==> config.mk <==
export PLATFORM = sky130hd
export DESIGN_NAME = div_share_arbiter_flat
export DESIGN_NICKNAME = d
export VERILOG_FILES = /design/src/rtl/div_share_if.sv /design/src/rtl/div_share_arbiter.sv /design/src/flat_wrapper.sv
export SDC_FILE = /design/constraint.sdc
export NUM_CORES = 1
export LEC_CHECK = 0
export BUFFER_PORTS_ARGS = -buffer_cell sky130_fd_sc_hd__buf_2
export CORE_MARGIN = 8
export CORE_UTILIZATION = 44
export CTS_CLUSTER_DIAMETER = 30
export DETAILED_ROUTE_END_ITERATION = 10
export GPL_TIMING_DRIVEN = 0
export PLACE_DENSITY = 0.82
export SETUP_SLACK_MARGIN = 0.5
export SKIP_CTS_REPAIR_TIMING = 1
export SLEW_MARGIN = 20
export SYNTH_ARGS = -nofsm -noshare
export SYNTH_HDL_FRONTEND = slang
export SYNTH_SLANG_ARGS = --single-unit
export TNS_END_PERCENT = 10
==> constraint.sdc <==
create_clock -name clk -period 2.5 [get_ports clk]
set_input_delay 0.25 -clock clk [delete_from_list [all_inputs] [get_ports clk]]
set_output_delay 0.25 -clock clk [all_outputs]
set_load 0.03 [all_outputs]
==> src/rtl/div_share_if.sv <==
// Bundle of client-side and divider-side signals around div_share_arbiter.
// slave = the arbiter; master = the clients plus the shared divider.
interface div_share_if #(
  parameter int NREQ = 4,
  parameter int W    = 16
);
  logic [NREQ-1:0]   req;
  logic [NREQ*W-1:0] a_in;
  logic [NREQ*W-1:0] b_in;
  logic [NREQ-1:0]   gnt;
  logic [NREQ-1:0]   rsp_valid;
  logic [W-1:0]      rsp_q;
  logic [W-1:0]      rsp_r;
  logic              busy;
  logic              div_start;
  logic [W-1:0]      div_a;
  logic [W-1:0]      div_b;
  logic              div_ready;
  logic [W-1:0]      div_q;
  logic [W-1:0]      div_r;

  modport master (
    output req, a_in, b_in, div_ready, div_q, div_r,
    input  gnt, rsp_valid, rsp_q, rsp_r, busy, div_start, div_a, div_b
  );

  modport slave (
    input  req, a_in, b_in, div_ready, div_q, div_r,
    output gnt, rsp_valid, rsp_q, rsp_r, busy, div_start, div_a, div_b
  );
endinterface

==> src/rtl/div_share_arbiter.sv <==
// Round-robin sharing of one sequential divider among NREQ clients.
// Optional macro DIV_ZERO_BYPASS_EN: answer b==0 locally (q=all ones, r=a) without the divider.
module div_share_arbiter #(
  parameter int NREQ = 4,
  parameter int W    = 16
) (
  input  logic         clk,
  input  logic         rst,
  div_share_if.slave   bus
);
  localparam int IW = $clog2(NREQ);
  localparam logic [NREQ-1:0] ONE_HOT0 = NREQ'(1);

  typedef enum logic [1:0] {S_IDLE, S_LAUNCH, S_WAIT} state_t;

  state_t          state_q, state_d;
  logic [IW-1:0]   rr_q, rr_d;
  logic [IW-1:0]   idx_q, idx_d;
  logic            byp_q, byp_d;
  logic [NREQ-1:0] gnt_q, gnt_d;
  logic [NREQ-1:0] rsp_valid_q, rsp_valid_d;
  logic [W-1:0]    rsp_q_q, rsp_q_d;
  logic [W-1:0]    rsp_r_q, rsp_r_d;
  logic            busy_q, busy_d;
  logic            div_start_q, div_start_d;
  logic [W-1:0]    div_a_q, div_a_d;
  logic [W-1:0]    div_b_q, div_b_d;

  logic [W-1:0]    a_arr [NREQ];
  logic [W-1:0]    b_arr [NREQ];
  logic            found;
  logic [IW-1:0]   sel;
  logic [IW:0]     scan;
  logic [IW:0]     nxt;
  logic [IW-1:0]   rr_next;
  logic            zero_hit;

  for (genvar gi = 0; gi < NREQ; gi++) begin : g_unpack
    assign a_arr[gi] = bus.a_in[gi*W +: W];
    assign b_arr[gi] = bus.b_in[gi*W +: W];
  end

  // First requester at or after the pointer, wrapping around.
  always_comb begin
    found = 1'b0;
    sel   = '0;
    scan  = '0;
    for (int k = 0; k < NREQ; k++) begin
      scan = {1'b0, rr_q} + (IW+1)'(k);
      if (scan >= (IW+1)'(NREQ)) scan = scan - (IW+1)'(NREQ);
      if (!found && bus.req[scan[IW-1:0]]) begin
        found = 1'b1;
        sel   = scan[IW-1:0];
      end
    end
    nxt     = {1'b0, sel} + (IW+1)'(1);
    rr_next = (nxt == (IW+1)'(NREQ)) ? '0 : nxt[IW-1:0];
  end

`ifdef DIV_ZERO_BYPASS_EN
  assign zero_hit = (b_arr[sel] == '0);
`else
  assign zero_hit = 1'b0;
`endif

  always_comb begin
    state_d     = state_q;
    rr_d        = rr_q;
    idx_d       = idx_q;
    byp_d       = 1'b0;
    gnt_d       = '0;
    rsp_valid_d = '0;
    rsp_q_d     = rsp_q_q;
    rsp_r_d     = rsp_r_q;
    div_start_d = div_start_q;
    div_a_d     = div_a_q;
    div_b_d     = div_b_q;
    case (state_q)
      S_IDLE: begin
        // A bypassed grant answers in the following cycle; no new grant meanwhile.
        if (byp_q) begin
          rsp_valid_d = ONE_HOT0 << idx_q;
          rsp_q_d     = '1;
          rsp_r_d     = div_a_q;
        end else if (found) begin
          gnt_d   = ONE_HOT0 << sel;
          idx_d   = sel;
          rr_d    = rr_next;
          div_a_d = a_arr[sel];
          div_b_d = b_arr[sel];
          if (zero_hit) begin
            byp_d = 1'b1;
          end else begin
            state_d     = S_LAUNCH;
            div_start_d = 1'b1;
          end
        end
      end
      S_LAUNCH: begin
        if (!bus.div_ready) begin
          div_start_d = 1'b0;
          state_d     = S_WAIT;
        end
      end
      S_WAIT: begin
        if (bus.div_ready) begin
          rsp_q_d     = bus.div_q;
          rsp_r_d     = bus.div_r;
          rsp_valid_d = ONE_HOT0 << idx_q;
          state_d     = S_IDLE;
        end
      end
      default: begin
        state_d     = S_IDLE;
        div_start_d = 1'b0;
      end
    endcase
    busy_d = (state_d != S_IDLE);
  end

  always_ff @(posedge clk or posedge rst) begin
    if (rst) begin
      state_q     <= S_IDLE;
      rr_q        <= '0;
      idx_q       <= '0;
      byp_q       <= 1'b0;
      gnt_q       <= '0;
      rsp_valid_q <= '0;
      rsp_q_q     <= '0;
      rsp_r_q     <= '0;
      busy_q      <= 1'b0;
      div_start_q <= 1'b0;
      div_a_q     <= '0;
      div_b_q     <= '0;
    end else begin
      state_q     <= state_d;
      rr_q        <= rr_d;
      idx_q       <= idx_d;
      byp_q       <= byp_d;
      gnt_q       <= gnt_d;
      rsp_valid_q <= rsp_valid_d;
      rsp_q_q     <= rsp_q_d;
      rsp_r_q     <= rsp_r_d;
      busy_q      <= busy_d;
      div_start_q <= div_start_d;
      div_a_q     <= div_a_d;
      div_b_q     <= div_b_d;
    end
  end

  assign bus.gnt       = gnt_q;
  assign bus.rsp_valid = rsp_valid_q;
  assign bus.rsp_q     = rsp_q_q;
  assign bus.rsp_r     = rsp_r_q;
  assign bus.busy      = busy_q;
  assign bus.div_start = div_start_q;
  assign bus.div_a     = div_a_q;
  assign bus.div_b     = div_b_q;
endmodule

==> src/flat_wrapper.sv <==
// flat-port wrapper written by rule: the top's interface ports become plain ports
module div_share_arbiter_flat 
#(
  parameter int NREQ = 4,
  parameter int W    = 16
)
  (clk, rst, bus_req, bus_a_in, bus_b_in, bus_div_ready, bus_div_q, bus_div_r, bus_gnt, bus_rsp_valid, bus_rsp_q, bus_rsp_r, bus_busy, bus_div_start, bus_div_a, bus_div_b);
  div_share_if #(.NREQ(NREQ), .W(W)) bus_i ();
  input  logic clk;
  input  logic rst;
  input wire logic [$bits(bus_i.req)-1:0] bus_req;
  input wire logic [$bits(bus_i.a_in)-1:0] bus_a_in;
  input wire logic [$bits(bus_i.b_in)-1:0] bus_b_in;
  input wire logic [$bits(bus_i.div_ready)-1:0] bus_div_ready;
  input wire logic [$bits(bus_i.div_q)-1:0] bus_div_q;
  input wire logic [$bits(bus_i.div_r)-1:0] bus_div_r;
  output wire logic [$bits(bus_i.gnt)-1:0] bus_gnt;
  output wire logic [$bits(bus_i.rsp_valid)-1:0] bus_rsp_valid;
  output wire logic [$bits(bus_i.rsp_q)-1:0] bus_rsp_q;
  output wire logic [$bits(bus_i.rsp_r)-1:0] bus_rsp_r;
  output wire logic [$bits(bus_i.busy)-1:0] bus_busy;
  output wire logic [$bits(bus_i.div_start)-1:0] bus_div_start;
  output wire logic [$bits(bus_i.div_a)-1:0] bus_div_a;
  output wire logic [$bits(bus_i.div_b)-1:0] bus_div_b;
  assign bus_i.req = bus_req;
  assign bus_i.a_in = bus_a_in;
  assign bus_i.b_in = bus_b_in;
  assign bus_i.div_ready = bus_div_ready;
  assign bus_i.div_q = bus_div_q;
  assign bus_i.div_r = bus_div_r;
  assign bus_gnt = bus_i.gnt;
  assign bus_rsp_valid = bus_i.rsp_valid;
  assign bus_rsp_q = bus_i.rsp_q;
  assign bus_rsp_r = bus_i.rsp_r;
  assign bus_busy = bus_i.busy;
  assign bus_div_start = bus_i.div_start;
  assign bus_div_a = bus_i.div_a;
  assign bus_div_b = bus_i.div_b;
  div_share_arbiter #(.NREQ(NREQ), .W(W)) u_core (.clk(clk), .rst(rst), .bus(bus_i));
endmodule
# Word-level counts from Yosys, hierarchy flattened
# Index checks and enable logic that the tools add are counted.
[word_totals]
ff_bits = 80
elab_cells = 93
[classes]
n_addsub = 8
order_cmp = 9
eq_ne = 6
shifts = 2
n_mux = 42
bitwise = 3
n_reduce_logical = 12
[op_table]
columns = ["cell", "count"]
rows = [
  ["$mux 16", 8],
  ["$bmux 16 s2", 2],
  ["$mux 2", 12],
  ["$mux 4", 4],
  ["$ge 3x3->1 const B", 4],
  ["$lt 2x3->1 const B", 4],
  ["$mux 1", 10],
  ["$bmux 1 s2", 4],
  ["$shl 1x2->4 const A", 2],
  ["$sub 2x1->2 const B", 4],
  ["$add 2x1->3 const B", 2],
  ["$add 2x2->3 const B", 2],
  ["$pmux 2 s3", 1],
  ["$reduce_and 3->1", 2],
  ["$ne 2x2->1 const B", 2],
  ["$reduce_bool 2->1", 2],
  ["$eq 3x3->1 const B", 1],
  ["$ge 2x3->1 const B", 1],
  ["$logic_and 1x1->1", 3],
  ["$logic_not 1->1", 3],
  ["$not 2->3", 1],
  ["$pmux 1 s3", 1],
  ["$eq 2x1->1 const B", 1],
  ["$eq 2x2->1 const B", 1],
  ["other kinds (4)", 5],
]

# Longest topological paths before layout
[logic_depth]
depth_word = 18
depth_mapped = 9
depth_no_buf = 6

# Least setup slack after synthesis
# OpenSTA, ideal clock, no wires.
[synth_path]
kind = "reg2reg"
start = "register u_core.rr_q[0]"
end = "register u_core.div_a_q[10] (netlist: u_core.bus.div_a[10])"
setup_time_ns = 0.131
arrival_ns = 1.688
required_time_ns = 2.369
setup_slack_ns = 0.681
stages_incl_launch_ff = 8
synth_period_minus_slack_ns = 1.819
path_cell_list = "dfrtp_1 > buf_6 > mux2_2 > o221ai_4 > buf_8 > mux2_1 > nand2_1 > a21oi_2"
[synth_via]
elab_chain_len = 18
word_cells_on_any_way = 42
cone_classes = "add/sub: 7; order compare: 4; mux: 23; bitwise: 1; reduce/logical: 7"
[synth_rtl]
columns = ["element", "line", "source"]
rows = [
  ["from (decl)", "div_share_arbiter.sv:17", "logic [IW-1:0] rr_q, rr_d;"],
  ["from (signal assigned)", "div_share_arbiter.sv:137", "rr_q <= rr_d;"],
  ["parallel branches: the longest is 18 deep, another holds $add 2x1->3", "n/a", ""],
  ["to (signal assigned)", "div_share_arbiter.sv:146", "div_a_q <= div_a_d;"],
  ["to (decl)", "div_share_arbiter.sv:26", "logic [W-1:0] div_a_q, div_a_d;"],
]
# Parallel ways; which one is timed is not known. The select of a mux whose other input is x is not followed.
# A chain may end at the register's enable or synchronous reset.

# Final worst setup path
[layout_path]
start = "register u_core.state_q[1]"
end = "register u_core.div_b_q[2] (netlist: u_core.bus.div_b[2])"
[layout_via]
elab_chain_len = 2
[layout_rtl]
columns = ["element", "line", "source"]
rows = [
  ["from (decl)", "div_share_arbiter.sv:16", "state_t state_q, state_d;"],
  ["from (signal assigned)", "div_share_arbiter.sv:136", "state_q <= state_d;"],
  ["$logic_not 2->1", "div_share_arbiter.sv:78", "case (state_q)"],
  ["$reduce_and 2->1 (no source line)", "n/a", ""],
  ["to (signal assigned)", "div_share_arbiter.sv:147", "div_b_q <= div_b_d;"],
  ["to (decl)", "div_share_arbiter.sv:27", "logic [W-1:0] div_b_q, div_b_d;"],
]
# Every way passes these cells.

==> results.tsv <==
stage	metric	value	unit
outcome	status	finished clean	
floorplan	Initial Util	44.70	%
clock_tree	Clk Tree Root Cell	clkbuf_8	
hold_path	hold path endpoint	u_core.bus.rsp_r[5]	
global_route	first-pass GRT wire length	21750	um
detailed_routing	antenna-violating nets left	0	
worst_setup_path	Worst setup SP type	flip-flop	
layout	Antenna Cells	0	
sta	Max-slew headroom	65.86	%
placed_design	port bufs	238	
worst_setup_path	Worst Path Max Fanout	10	
placed_design	Placer Congestion	0.8784	
synth	Mapped Area	4091	sq um
sta	RSZ-0062 raised after global routing	true	
power_and_ir_drop	PD cells	1290	nW/um^2
sta	period utilization	79.75	%
sta	Slew @ Worst Pin	0.5121	ns
worst_setup_path	crit-path cells	clkbuf_1 -> or3_1 -> buf_2 -> clkbuf_2 -> a221oi_1 -> a21oi_2	
floorplan	CORE AREA	9153	sq um
layout	Post-Route Utilization	62.65	%
global_route	gr usage total	21.29	%
clock_tree	CTS Buf Count	9	
worst_setup_path	Crit path arrival time	2.21	ns
layout	Multi-input gate area	1907	sq um
clock_tree	CTS tree	yes	
worst_setup_path	r2r setup slk	0.51	ns
sta	setup total negative slack	0	ns
detailed_routing	DRT Pass-1 Iters	6	
worst_setup_path	Worst Path Buf+Inv	3	
layout	Reg area	2002	sq um
global_route	initial antenna violation count	0	
global_route	pin count of the biggest net entering global routing	29	
detailed_routing	WL final	13660	um
sta	min cycle time layout	1.994	ns
clock_tree	Num Clock Sinks	80	
layout	Area Overhead vs Synth	40.15	%
sta	final setup fails	0	
floorplan	die area	12640	sq um
worst_setup_path	Setup crit end kind	flip-flop	
worst_setup_path	critical path class	flip-flop to flip-flop	
placed_design	DP HPWL	11150	um
global_route	grt ovf	0	
floorplan	die height	112.4	um
worst_setup_path	Top delay family on crit path	buffers and inverters	
floorplan	die width	112.4	um
synth	Syn Nets	586	
synth	Top FF cell, synth	dfrtp_1	
worst_setup_path	worst-case reg-to-reg path depth	6	
clock_tree	Clock Tree Buf Depth	2	
synth	ys async rst share	100.0	%
detailed_routing	Iter 0 DRT Violations	278	
sta	Fin. Hold Viols	0	
clock_tree	H-tree levels	3	
synth	Syn Inst Count	418	
clock_tree	clk_lat worst skew	0.34	ns
synth	count of flip-flops with a built-in enable after synthesis	0	
worst_setup_path	Max stage delay on crit path	0.40	ns
synth	YS warnings	0	
global_route	vias in the first global route	4424	
power_and_ir_drop	VDD IR max	0.6184	mV
sta	Worst Clk Skew	0.01348	ns
run	Max Cap Viol	0	
layout	share of layout cells above drive strength 1	48.16	%
floorplan	I/O Pins	241	
detailed_routing	routed vias	4020	
hold_path	Min-Delay Path Depth	3	
synth	post-synth cell types	44	
detailed_routing	DRC Markers	0	
worst_setup_path	RR Endpoint	u_core.bus.div_b[2]	
synth	sequential-to-total area share from yosys stat	48.93	%
worst_setup_path	CP max stage cell	or3_1	
worst_setup_path	CP Data Required Time	2.72	ns
power_and_ir_drop	P_leak	3.048	nW
synth	Avg Synthesized Cell Area	9.788	sq um
hold_path	Hold Path Class	input port to flip-flop	
clock_tree	Clock transition at path regs	0.09	ns
sta	Slew Limit Fails	0	
detailed_routing	routed vias/inst	5.089	
layout	Final #Nets	842	
sta	Max Clk Rate	501.6	MHz
synth	flops & latches, synth	80	
detailed_routing	drt wl/cell	17.28	um
hold_path	hold_sp	bus_div_r[5]	
worst_setup_path	Reg-to-Reg Start	u_core.state_q[1]	
layout	Filler Cells Inserted	789	
floorplan	num rows	35	
==> how the worst max path moves through the flow <==
stage                                 start                   end  slack [ns]  cells past startpoint
after floorplan              u_core.rr_q[0]  u_core.bus.div_a[10]        0.68                      7
after global placement    u_core.state_q[1]   u_core.bus.div_a[4]        0.47                      5
after detailed placement     u_core.rr_q[1]        u_core.rr_q[1]        0.45                      9
after CTS                    u_core.rr_q[1]        u_core.rr_q[1]        0.43                      9
after global routing      u_core.state_q[1]   u_core.bus.div_b[2]        0.38                      6
final                     u_core.state_q[1]   u_core.bus.div_b[2]        0.51                      6
==> worst reg2reg max path, cell delays in order (launching register included) <==
cell and delay, ns:
dfrtp_1 0.37, clkbuf_1 0.20, or3_1 0.40, buf_2 0.20, clkbuf_2 0.23, a221oi_1 0.38
a21oi_2 0.10
==> flip-flops by register name, summed over array words and instances (netlist names) <==
| signal | count |
|---|---|
| u_core.state_q | 2 |
| u_core.rr_q | 2 |
| u_core.idx_q | 2 |
| u_core.bus.div_b | 16 |
| u_core.bus.div_start | 1 |
| u_core.bus.div_a | 16 |
| u_core.bus.gnt | 4 |
| u_core.bus.busy | 1 |
| u_core.bus.rsp_r | 16 |
| u_core.bus.rsp_q | 16 |
| u_core.bus.rsp_valid | 4 |
==> cell families after synthesis <==
| logic type | count (synthesis) | share of synthesized area (%) |
|---|---|---|
| adders and majority gates | 1 | 0.3058 |
| and+or+nand+nor | 181 | 18.41 |
| xor gates and xnor gates | 1 | 0.2141 |
| buffers and inverters | 38 | 5.076 |
| DFF | 80 | 48.93 |
| muxes | 34 | 9.969 |
| AOI/OAI and AO/OA | 83 | 17.09 |
==> layer usage <==
layer | track usage (%) | share of wire [%]
met3 | 6.549 | 8.8
met4 | 7.734 | 1.6
met2 | 37.90 | 50
met5 | 0 | 0
met1 | 23.36 | 40
==> cell type report <==
cell class / instances / area share [%]
clock buffer: 9 / 2.160
multi-input combinational: 300 / 33.25
tap: 111 / 2.422
sequential: 80 / 34.91
buffer: 32 / 3.317
inverter: 6 / 0.4582
clock inverter: 7 / 0.9601
timing repair buffer: 245 / 22.52
==> placed cells by master, fill, tap and decap left out, types with 4 or more instances in the layout <==
cell,netlist,final
a21oi_2,18,18
buf_4,4,7
dfrtp_1,80,80
a221o_1,10,10
mux2i_1,10,10
buf_2,6,244
mux2_2,6,6
clkbuf_1,18,14
o22a_1,10,10
mux2_1,8,8
mux2_4,10,10
clkinvlp_4,0,5
a21oi_1,10,10
clkbuf_2,0,4
inv_1,5,4
nand2_2,8,8
nor2_1,38,38
nand2_1,119,119
clkbuf_8,0,9
a221oi_1,22,19
==> synthesized netlist by cell type, types with 2 or more instances <==
library cell	count	area [sq um]
nand2_1	119	446.7
dfrtp_1	80	2002
nor2_1	38	142.6
a221oi_1	22	192.7
a21oi_2	18	157.7
clkbuf_1	18	67.56
a21oi_1	10	50.05
a221o_1	10	100.1
mux2_4	10	150.1
mux2i_1	10	100.1
o22a_1	10	87.58
mux2_1	8	90.09
nand2_2	8	50.05
buf_2	6	30.03
mux2_2	6	67.56
inv_1	5	18.77
buf_4	4	30.03
a21o_1	2	15.01
and2_1	2	12.51
and3_1	2	12.51
buf_6	2	22.52
nand2b_1	2	12.51
o21a_1	2	15.01
o21ai_0	2	10.01
o22ai_1	2	12.51
or3_1	2	12.51
==> stage by stage <==
step                      total power [W]  hold WS (ns)  instances  cell area [sq um]  worst slack (ns)
after floorplan                  0.005226        0.3164        418               4095            0.6807
after global placement           0.006378        0.4429        767               5425            0.4714
after detailed placement         0.006515        0.2016        770               5493            0.4483
after CTS                        0.007399       -0.1828        786               5672            0.4273
after global routing             0.007885       0.08428        790               5734            0.3757
final                            0.007398       0.09318        790               5734            0.5062
==> where the power goes <==
part | total (W) | switching, W | internal, W
Sequential | 0.00220 | 0.000305 | 0.00189
Clock | 0.000882 | 0.000513 | 0.000369
Combinational | 0.00432 | 0.00279 | 0.00153
Total | 0.00740 | 0.00361 | 0.00379
Note: power is estimated with default switching activity, not from simulation.
